--- config.mk ---
export PLATFORM = sky130hd
export DESIGN_NAME = stage4_mem
export DESIGN_NICKNAME = d
export VERILOG_FILES = /design/src/rtl/stage4_mem.sv
export SDC_FILE = /design/constraint.sdc
export NUM_CORES = 1
export LEC_CHECK = 0
export CAP_MARGIN = 15
export CELL_PAD_IN_SITES_DETAIL_PLACEMENT = 2
export CELL_PAD_IN_SITES_GLOBAL_PLACEMENT = 2
export CORE_MARGIN = 1.5
export CORE_UTILIZATION = 28
export DETAILED_ROUTE_END_ITERATION = 10
export HOLD_SLACK_MARGIN = 0.08
export PLACE_DENSITY = 0.89
export SYNTH_ARGS = -nofsm -noshare
export SYNTH_HDL_FRONTEND = slang
export SYNTH_SLANG_ARGS = --single-unit
--- constraint.sdc ---
create_clock -name clock -period 2.65 [get_ports clock]
set_input_delay 0.265 -clock clock [delete_from_list [all_inputs] [get_ports clock]]
set_output_delay 0.265 -clock clock [all_outputs]
set_load 0.1 [all_outputs]
--- src/rtl/stage4_mem.sv ---
// Memory-access pipeline stage: retires ALU results directly, issues at most one
// data-memory transaction at a time, and formats load data for write-back.
module stage4_mem (
    input  logic        clock,
    input  logic        reset,
    input  logic        stall,
    input  logic        valid,
    input  logic        do_load,
    input  logic        do_store,
    input  logic [1:0]  mem_size,
    input  logic        load_unsigned,
    input  logic [4:0]  rd,
    input  logic [31:0] eval,
    input  logic [31:0] store_data,
    input  logic        dmem_ack,
    input  logic [31:0] dmem_rdata,
    output logic        dmem_req,
    output logic        dmem_we,
    output logic [31:0] dmem_addr,
    output logic [31:0] dmem_wdata,
    output logic [3:0]  dmem_be,
    output logic        stall_req,
    output logic        valid_out,
    output logic [31:0] result,
    output logic [4:0]  rd_out,
    output logic        misaligned
);

    typedef enum logic [1:0] {
        StIdle,
        StWait,
        StDone
    } state_e;

    localparam logic [1:0] SizeByte = 2'd0;
    localparam logic [1:0] SizeHalf = 2'd1;
    localparam logic [1:0] SizeWord = 2'd2;

    state_e      state_q, state_d;

    // Memory interface registers
    logic        req_q, req_d;
    logic        we_q, we_d;
    logic [31:0] addr_q, addr_d;
    logic [31:0] wdata_q, wdata_d;
    logic [3:0]  be_q, be_d;

    // Captured attributes of the in-flight access
    logic        is_load_q, is_load_d;
    logic [1:0]  size_q, size_d;
    logic [1:0]  lane_q, lane_d;
    logic        uns_q, uns_d;
    logic [4:0]  rd_q, rd_d;
    logic [31:0] held_q, held_d;

    // Write-back output registers
    logic        valid_out_q, valid_out_d;
    logic [31:0] result_q, result_d;
    logic [4:0]  rd_out_q, rd_out_d;
    logic        mis_q, mis_d;

    logic        accept;
    logic        is_mem;
    logic        misalign;
    logic [3:0]  be_calc;
    logic [31:0] wdata_calc;
    logic [7:0]  load_byte;
    logic [15:0] load_half;
    logic [31:0] load_val;
    logic [31:0] mem_result;
    logic [4:0]  mem_rd;

    logic        ret_valid;
    logic [31:0] ret_result;
    logic [4:0]  ret_rd;
    logic        ret_mis;

    assign accept = (state_q == StIdle) & valid & ~stall;
    assign is_mem = do_load | do_store;

    always_comb begin
        misalign = 1'b0;
        if (is_mem) begin
            unique case (mem_size)
                SizeByte: misalign = 1'b0;
                SizeHalf: misalign = eval[0];
                SizeWord: misalign = (eval[1:0] != 2'b00);
                default:  misalign = 1'b1;
            endcase
        end
    end

    // Lane steering: narrow stores are replicated so any enabled lane sees the data
    always_comb begin
        be_calc    = 4'b0000;
        wdata_calc = 32'h0;
        unique case (mem_size)
            SizeByte: begin
                be_calc    = 4'b0001 << eval[1:0];
                wdata_calc = {4{store_data[7:0]}};
            end
            SizeHalf: begin
                be_calc    = eval[1] ? 4'b1100 : 4'b0011;
                wdata_calc = {2{store_data[15:0]}};
            end
            SizeWord: begin
                be_calc    = 4'b1111;
                wdata_calc = store_data;
            end
            default: begin
                be_calc    = 4'b0000;
                wdata_calc = 32'h0;
            end
        endcase
    end

    always_comb begin
        load_byte = dmem_rdata[7:0];
        case (lane_q)
            2'd0:    load_byte = dmem_rdata[7:0];
            2'd1:    load_byte = dmem_rdata[15:8];
            2'd2:    load_byte = dmem_rdata[23:16];
            default: load_byte = dmem_rdata[31:24];
        endcase
        load_half = lane_q[1] ? dmem_rdata[31:16] : dmem_rdata[15:0];

        load_val = dmem_rdata;
        case (size_q)
            SizeByte: load_val = {{24{~uns_q & load_byte[7]}}, load_byte};
            SizeHalf: load_val = {{16{~uns_q & load_half[15]}}, load_half};
            default:  load_val = dmem_rdata;
        endcase

        mem_result = is_load_q ? load_val : 32'h0;
        mem_rd     = is_load_q ? rd_q : 5'd0;
    end

    always_comb begin
        state_d     = state_q;
        req_d       = req_q;
        we_d        = we_q;
        addr_d      = addr_q;
        wdata_d     = wdata_q;
        be_d        = be_q;
        is_load_d   = is_load_q;
        size_d      = size_q;
        lane_d      = lane_q;
        uns_d       = uns_q;
        rd_d        = rd_q;
        held_d      = held_q;
        valid_out_d = valid_out_q;
        result_d    = result_q;
        rd_out_d    = rd_out_q;
        mis_d       = mis_q;

        ret_valid   = 1'b0;
        ret_result  = 32'h0;
        ret_rd      = 5'd0;
        ret_mis     = 1'b0;

        unique case (state_q)
            StIdle: begin
                if (accept) begin
                    if (!is_mem) begin
                        ret_valid  = 1'b1;
                        ret_result = eval;
                        ret_rd     = rd;
                    end else if (misalign) begin
                        ret_valid = 1'b1;
                        ret_mis   = 1'b1;
                    end else begin
                        state_d   = StWait;
                        req_d     = 1'b1;
                        we_d      = do_store;
                        addr_d    = {eval[31:2], 2'b00};
                        wdata_d   = wdata_calc;
                        be_d      = be_calc;
                        is_load_d = do_load;
                        size_d    = mem_size;
                        lane_d    = eval[1:0];
                        uns_d     = load_unsigned;
                        rd_d      = rd;
                    end
                end
            end
            StWait: begin
                if (dmem_ack) begin
                    req_d = 1'b0;
                    we_d  = 1'b0;
                    if (stall) begin
                        // Read data is only valid with ack, so park the formatted value
                        state_d = StDone;
                        held_d  = mem_result;
                    end else begin
                        state_d    = StIdle;
                        ret_valid  = 1'b1;
                        ret_result = mem_result;
                        ret_rd     = mem_rd;
                    end
                end
            end
            StDone: begin
                if (!stall) begin
                    state_d    = StIdle;
                    ret_valid  = 1'b1;
                    ret_result = held_q;
                    ret_rd     = is_load_q ? rd_q : 5'd0;
                end
            end
            default: state_d = StIdle;
        endcase

        if (!stall) begin
            valid_out_d = ret_valid;
            result_d    = ret_result;
            rd_out_d    = ret_rd;
            mis_d       = ret_mis;
        end
    end

    always_ff @(posedge clock) begin
        if (reset) begin
            state_q     <= StIdle;
            req_q       <= 1'b0;
            we_q        <= 1'b0;
            addr_q      <= 32'h0;
            wdata_q     <= 32'h0;
            be_q        <= 4'b0000;
            is_load_q   <= 1'b0;
            size_q      <= 2'd0;
            lane_q      <= 2'd0;
            uns_q       <= 1'b0;
            rd_q        <= 5'd0;
            held_q      <= 32'h0;
            valid_out_q <= 1'b0;
            result_q    <= 32'h0;
            rd_out_q    <= 5'd0;
            mis_q       <= 1'b0;
        end else begin
            state_q     <= state_d;
            req_q       <= req_d;
            we_q        <= we_d;
            addr_q      <= addr_d;
            wdata_q     <= wdata_d;
            be_q        <= be_d;
            is_load_q   <= is_load_d;
            size_q      <= size_d;
            lane_q      <= lane_d;
            uns_q       <= uns_d;
            rd_q        <= rd_d;
            held_q      <= held_d;
            valid_out_q <= valid_out_d;
            result_q    <= result_d;
            rd_out_q    <= rd_out_d;
            mis_q       <= mis_d;
        end
    end

    assign stall_req  = (state_q == StWait) | (state_q == StDone) | stall;
    assign dmem_req   = req_q;
    assign dmem_we    = we_q;
    assign dmem_addr  = addr_q;
    assign dmem_wdata = wdata_q;
    assign dmem_be    = be_q;
    assign valid_out  = valid_out_q;
    assign result     = result_q;
    assign rd_out     = rd_out_q;
    assign misaligned = mis_q;

endmodule

# Word level (Yosys, flattened, before mapping)

Index checks and enable logic that the tools add are counted.
Widths: inputs -> output; s select.

Eq/ne operators: 12
Shifts and indexed selects: 1
Multiplexer cells: 42
Bitwise operators: 10
Reductions and logical operators: 10

Operators by type and width:

| kind                | count |
|---|---|
| $pmux 32 s3         | 2 |
| $mux 32             | 4 |
| $pmux 32 s2         | 1 |
| $pmux 8 s3          | 1 |
| $mux 5              | 4 |
| $mux 16             | 1 |
| $mux 1              | 15 |
| $pmux 5 s3          | 1 |
| $mux 2              | 6 |
| $pmux 4 s3          | 1 |
| $ne 2x2->1 const B  | 5 |
| $reduce_and 5->1    | 2 |
| $eq 2x1->1 const B  | 4 |
| $logic_not 2->1     | 4 |
| $eq 2x2->1 const B  | 3 |
| $pmux 1 s3          | 2 |
| $pmux 2 s3          | 1 |
| $and 1x1->1         | 4 |
| $mux 4              | 1 |
| $pmux 1 s2          | 2 |
| $reduce_and 4->1    | 1 |
| $reduce_bool 2->1   | 2 |
| $shl 1x2->4 const A | 1 |
| $not 1->1           | 3 |
| other kinds (2)     | 4 |

Bits in registers: 152
Input port bits: 111
Output and inout bits: 110
Word-level logic and storage cells: 91

# Logic depth before layout (Yosys ltp)

Gate-level depths: netlist of the first run.

Depth after elaboration: 7
Depth in mapped cells: 8

# Worst setup path after synthesis of the first run

OpenSTA, ideal clock, no wires.

Kind: flip-flop to flip-flop
From: register state_q[1]
To: register held_q[22]
Data arrival time: 1685 ps
Data required time: 2591 ps
Path slack: 907 ps
Stages on the path, launching flop included: 9
Path buffers: 2
Period minus slack after synthesis: 1743 ps
Cells stage by stage: dfxtp_1 -> inv_1 -> ha_1 -> and3_1 -> clkbuf_1 -> o21ai_2 -> nor3_4 -> buf_4 -> a22o_1

Word-level cells in the longest chain between the ends: 2

RTL lines:

| item                       | RTL line | source |
|---|---|---|
| start: declaration         | 39       | `state_e state_q, state_d;` |
| start signal: assignment   | 223      | `state_q <= StIdle;` |
| start signal: assignment   | 240      | `state_q <= state_d;` |
| $eq 2x1->1                 | 161      | `unique case (state_q)` |
| $reduce_and 3->1 (no line) | n/a      |  |
| end signal: assignment     | 251      | `held_q <= held_d;` |
| end: declaration           | 54       | `logic [31:0] held_q, held_d;` |

Every way passes these cells.
A chain may end at the register's enable or synchronous reset.

# Final worst setup path of the first run

From: register state_q[0]
To: register rd_out_q[1] (netlist: rd_out[1])

Word-level cells in the longest chain between the ends: 5
Elaborated cells on any way between the ends: 7
Those cells by class: eq/ne (2); mux (2); bitwise (2); reduce/logical (1)

RTL lines:

| item                     | RTL line | source |
|---|---|---|
| $logic_not 2->1          | 78, 161  |  |
| $and 1x1->1 (2 in a row) | 78       | `assign accept = (state_q == StIdle) & valid & ~stall;` |
| $mux 5                   | 163      | `if (accept) begin` |
| $pmux 5 s3 *             | 161      |  |
| end signal: assignment   | 254      | `rd_out_q <= rd_out_d;` |
| end: declaration         | 59       | `logic [4:0] rd_out_q, rd_out_d;` |

Every way passes the cells marked *; elsewhere a longest branch is shown, timed or not.

==> results.md, run 1 <==
* Dpl ws at around 190 ps
* Post-synthesis async set-or-reset flop share at 0%
* Pwr/cell area at 608 nW/um^2
* Final hold slack at around 270 ps
* Final GP Congestion at between 0.8 and 0.9
* RSZ-0062 raised after global routing: false
* Fillers at between 2000 and 3000
* Setup TNS at 0 ps
* Final non-filler cell total at roughly 1300
* Vias per cell at approximately 5.3
* Core box area at approximately 24000 um^2
* Netlist cell types at between 50 and 60
* Remaining antenna violation count after routing at 0
* Cts bufs inserted at 17
* Clk_lat worst skew at ~440 ps
* Synth Area per Inst at slightly above 8 um^2
* Vias in the first global route at about 7700
* CTS max path bufs at 2
* Worst min-delay path class: input pin to flip-flop
* Clock transition at path regs at approximately 70 ps
* Max cap viols at 0
* Synth Register Bits at approximately 150
* Total grt overflow at 0
* Io pins at about 220
* H-tree depth at 4
* Synth area leader: dfxtp_1
* Crit Path Class: flip-flop to flip-flop
* Tightest Pin Transition at roughly 1100 ps
* Hold_buf cts at 0
* Yosys top cell area share at between 40 and 50%
* Min Tclk post-route at between 2000 and 2500 ps
* Post-route clock period utilization at between 90% and 100%
* Die X at roughly 160 um
* Register area share after synthesis at between 40 and 50%
* DR iter-0 viols at 357
* Nets at ~1100
* DRC errors left at 0
* Share of cells above drive strength 1 at roughly 18%
* Final setup viols at 0
* Peak supply drop at about 0.00041 V
* Post-synth EDFFs at 0
* Final Max Tran Viols at 0
* Post-route setup slack at approximately 160 ps
* Maximum clock frequency at ~0.4 GHz
* Area grow syn2layout at 42.1%
* Die Span Y at between 150 and 200 um
* Setup crit end kind: flip-flop
* Sink Count at between 150 and 200
* Via count at between 7000 and 8000
* CTS tree: built
* Row count at 56
* Drt pass-1 iters at 10
* Post-Syn Area at between 6000 and 7000 um^2
* WP data arrival at 2850 ps
* Final hold violations at 0
* # port buffers at 218
* Max_slew headroom at a little over a quarter
* Post-cts gate resize count at 0
* Syn. warnings at 0
* Synth area leaders: dfxtp_1 45%, nand2_1 8.0%, a21oi_1 7.8%, a22o_1 3.8%, nor2_1 3.3%
* CP Max Fanout at 23
* Initial antenna violation count at 2
* Final wirelength at between 20000 and 30000 um
* DP HPWL at around 21000 um
* WP data required at around 3000 ps
* Total Routing Usage GR at 23.1%
* Dpl cells at 1316
* P_leak at ~0.0036 uW
* Largest net degree at the start of global routing at between 70 and 80
* Post-synth top flop: dfxtp_1
* First-pass GRT wire length at 44000 um
* Die area at roughly 25000 um^2
* Setup crit start kind: flip-flop
* Initial Utilization at between 20 and 30%
* Leading cell type in the layout, fill and taps excluded: dfxtp_1
* Wire per inst at 21.5 um
* Clk_skew at roughly 17 ps
* Post-CTS Setup Bufs at 0
* Syn Inst Count at about 820
* CTS Root Cell: clkbuf_16
* Status: finished, final reports clean
* Commonest non-fill, non-tap cells in the layout: 152 x dfxtp_1, 145 x nand2_1, 133 x buf_4
[registers in the layout, indices dropped and copies added, names as in the netlist]
| name | flops |
|---|---|
| size_q | 2 |
| uns_q | 1 |
| dmem_we | 1 |
| dmem_addr | 30 |
| dmem_be | 4 |
| state_q | 2 |
| dmem_wdata | 32 |
| rd_out | 5 |
| is_load_q | 1 |
| valid_out | 1 |
| result | 32 |
| lane_q | 2 |
| dmem_req | 1 |
| rd_q | 5 |
| misaligned | 1 |
| held_q | 32 |
[power by group]
group          switching [uW]  internal (uW)
clock network            1080           1340
logic                     716            333
registers                34.8           2340
[synth_stat cells (17+ instances only)]
cell type and count:
o21ai_0 42, o211ai_1 19, buf_2 17, dfxtp_1 152
nand2b_1 26, nor2b_1 21, a22o_1 29, nor2_1 59
a22oi_1 27, clkbuf_1 42, a21oi_1 106, nand2_1 145
[critical path: stages, from the launching register on]
cell and delay, ps:
dfxtp_1 350, inv_1 100, ha_1 890, a21oi_1 190, nor2b_1 490, a22o_1 220
a22oi_1 70, nor2_1 120
[path summary, 6_finish.rpt]
| path | slack, ps | to | cells past startpoint | start |
|---|---|---|---|---|
| setup / recovery | 160 | rd_out[1] | 7 | state_q[0] |
| hold / removal | 270 | dmem_wdata[15] | 2 | reset |
| setup reg to reg | 160 | rd_out[1] | 7 | state_q[0] |
| hold reg to reg | 450 | dmem_be[1] | 2 | dmem_be[1] |
[layer usage]
layer	GRT usage (%)	routed length (um)	vias up
met5	0	0	-
met4	7.25	483	0
met3	7.08	2270	36
met2	42.0	14600	257
met1	25.7	11600	3575
li1	-	-	3327
[layout make-up]
cell class                 instances  area, um^2  area share [%]
antenna                            2        5.00          0.0520
clock inverter                    13         135            1.41
tap                              319         399            4.15
multi-input combinational        592        3430            35.7
sequential                       152        3040            31.6
clock buffer                      18         439            4.57
timing repair buffer             244        2130            22.1
inverter                           9        33.8           0.351
[cell families (layout without fill, tap and decap cells)]
logic type	after synthesis	in the layout	synth area share (%)
AOI/OAI and AO/OA	290	290	28.8
adders and majority gates	4	4	0.739
buffers and inverters	76	284	4.86
DFF	152	152	45.0
muxes	6	6	0.980
other	1	4	0.0554
and+or+nand+nor	290	290	19.6
[metrics by stage]
step | power (uW) | utilization [%] | instance area [um^2]
final | 5850 | 40.7 | 9620
after global routing | 6070 | 40.7 | 9610
after CTS | 5900 | 40.7 | 9610
after detailed placement | 3470 | 38.3 | 9040
after global placement | 3450 | 38.3 | 9040
after floorplan | 3050 | - | 6770
No activity file was read; power rests on OpenSTA's default activity.
==> run 2: changes to the inputs <==
- CAP_MARGIN: 15 -> not set
==> results of run 2 <==
Same layout as run 1: the final DEF is identical, and so are final timing and power.
==> run 3: changes to the inputs <==
- SLEW_MARGIN: not set -> 20
==> results of run 3 <==
Same layout as run 1: the final DEF is identical, and so are final timing and power.
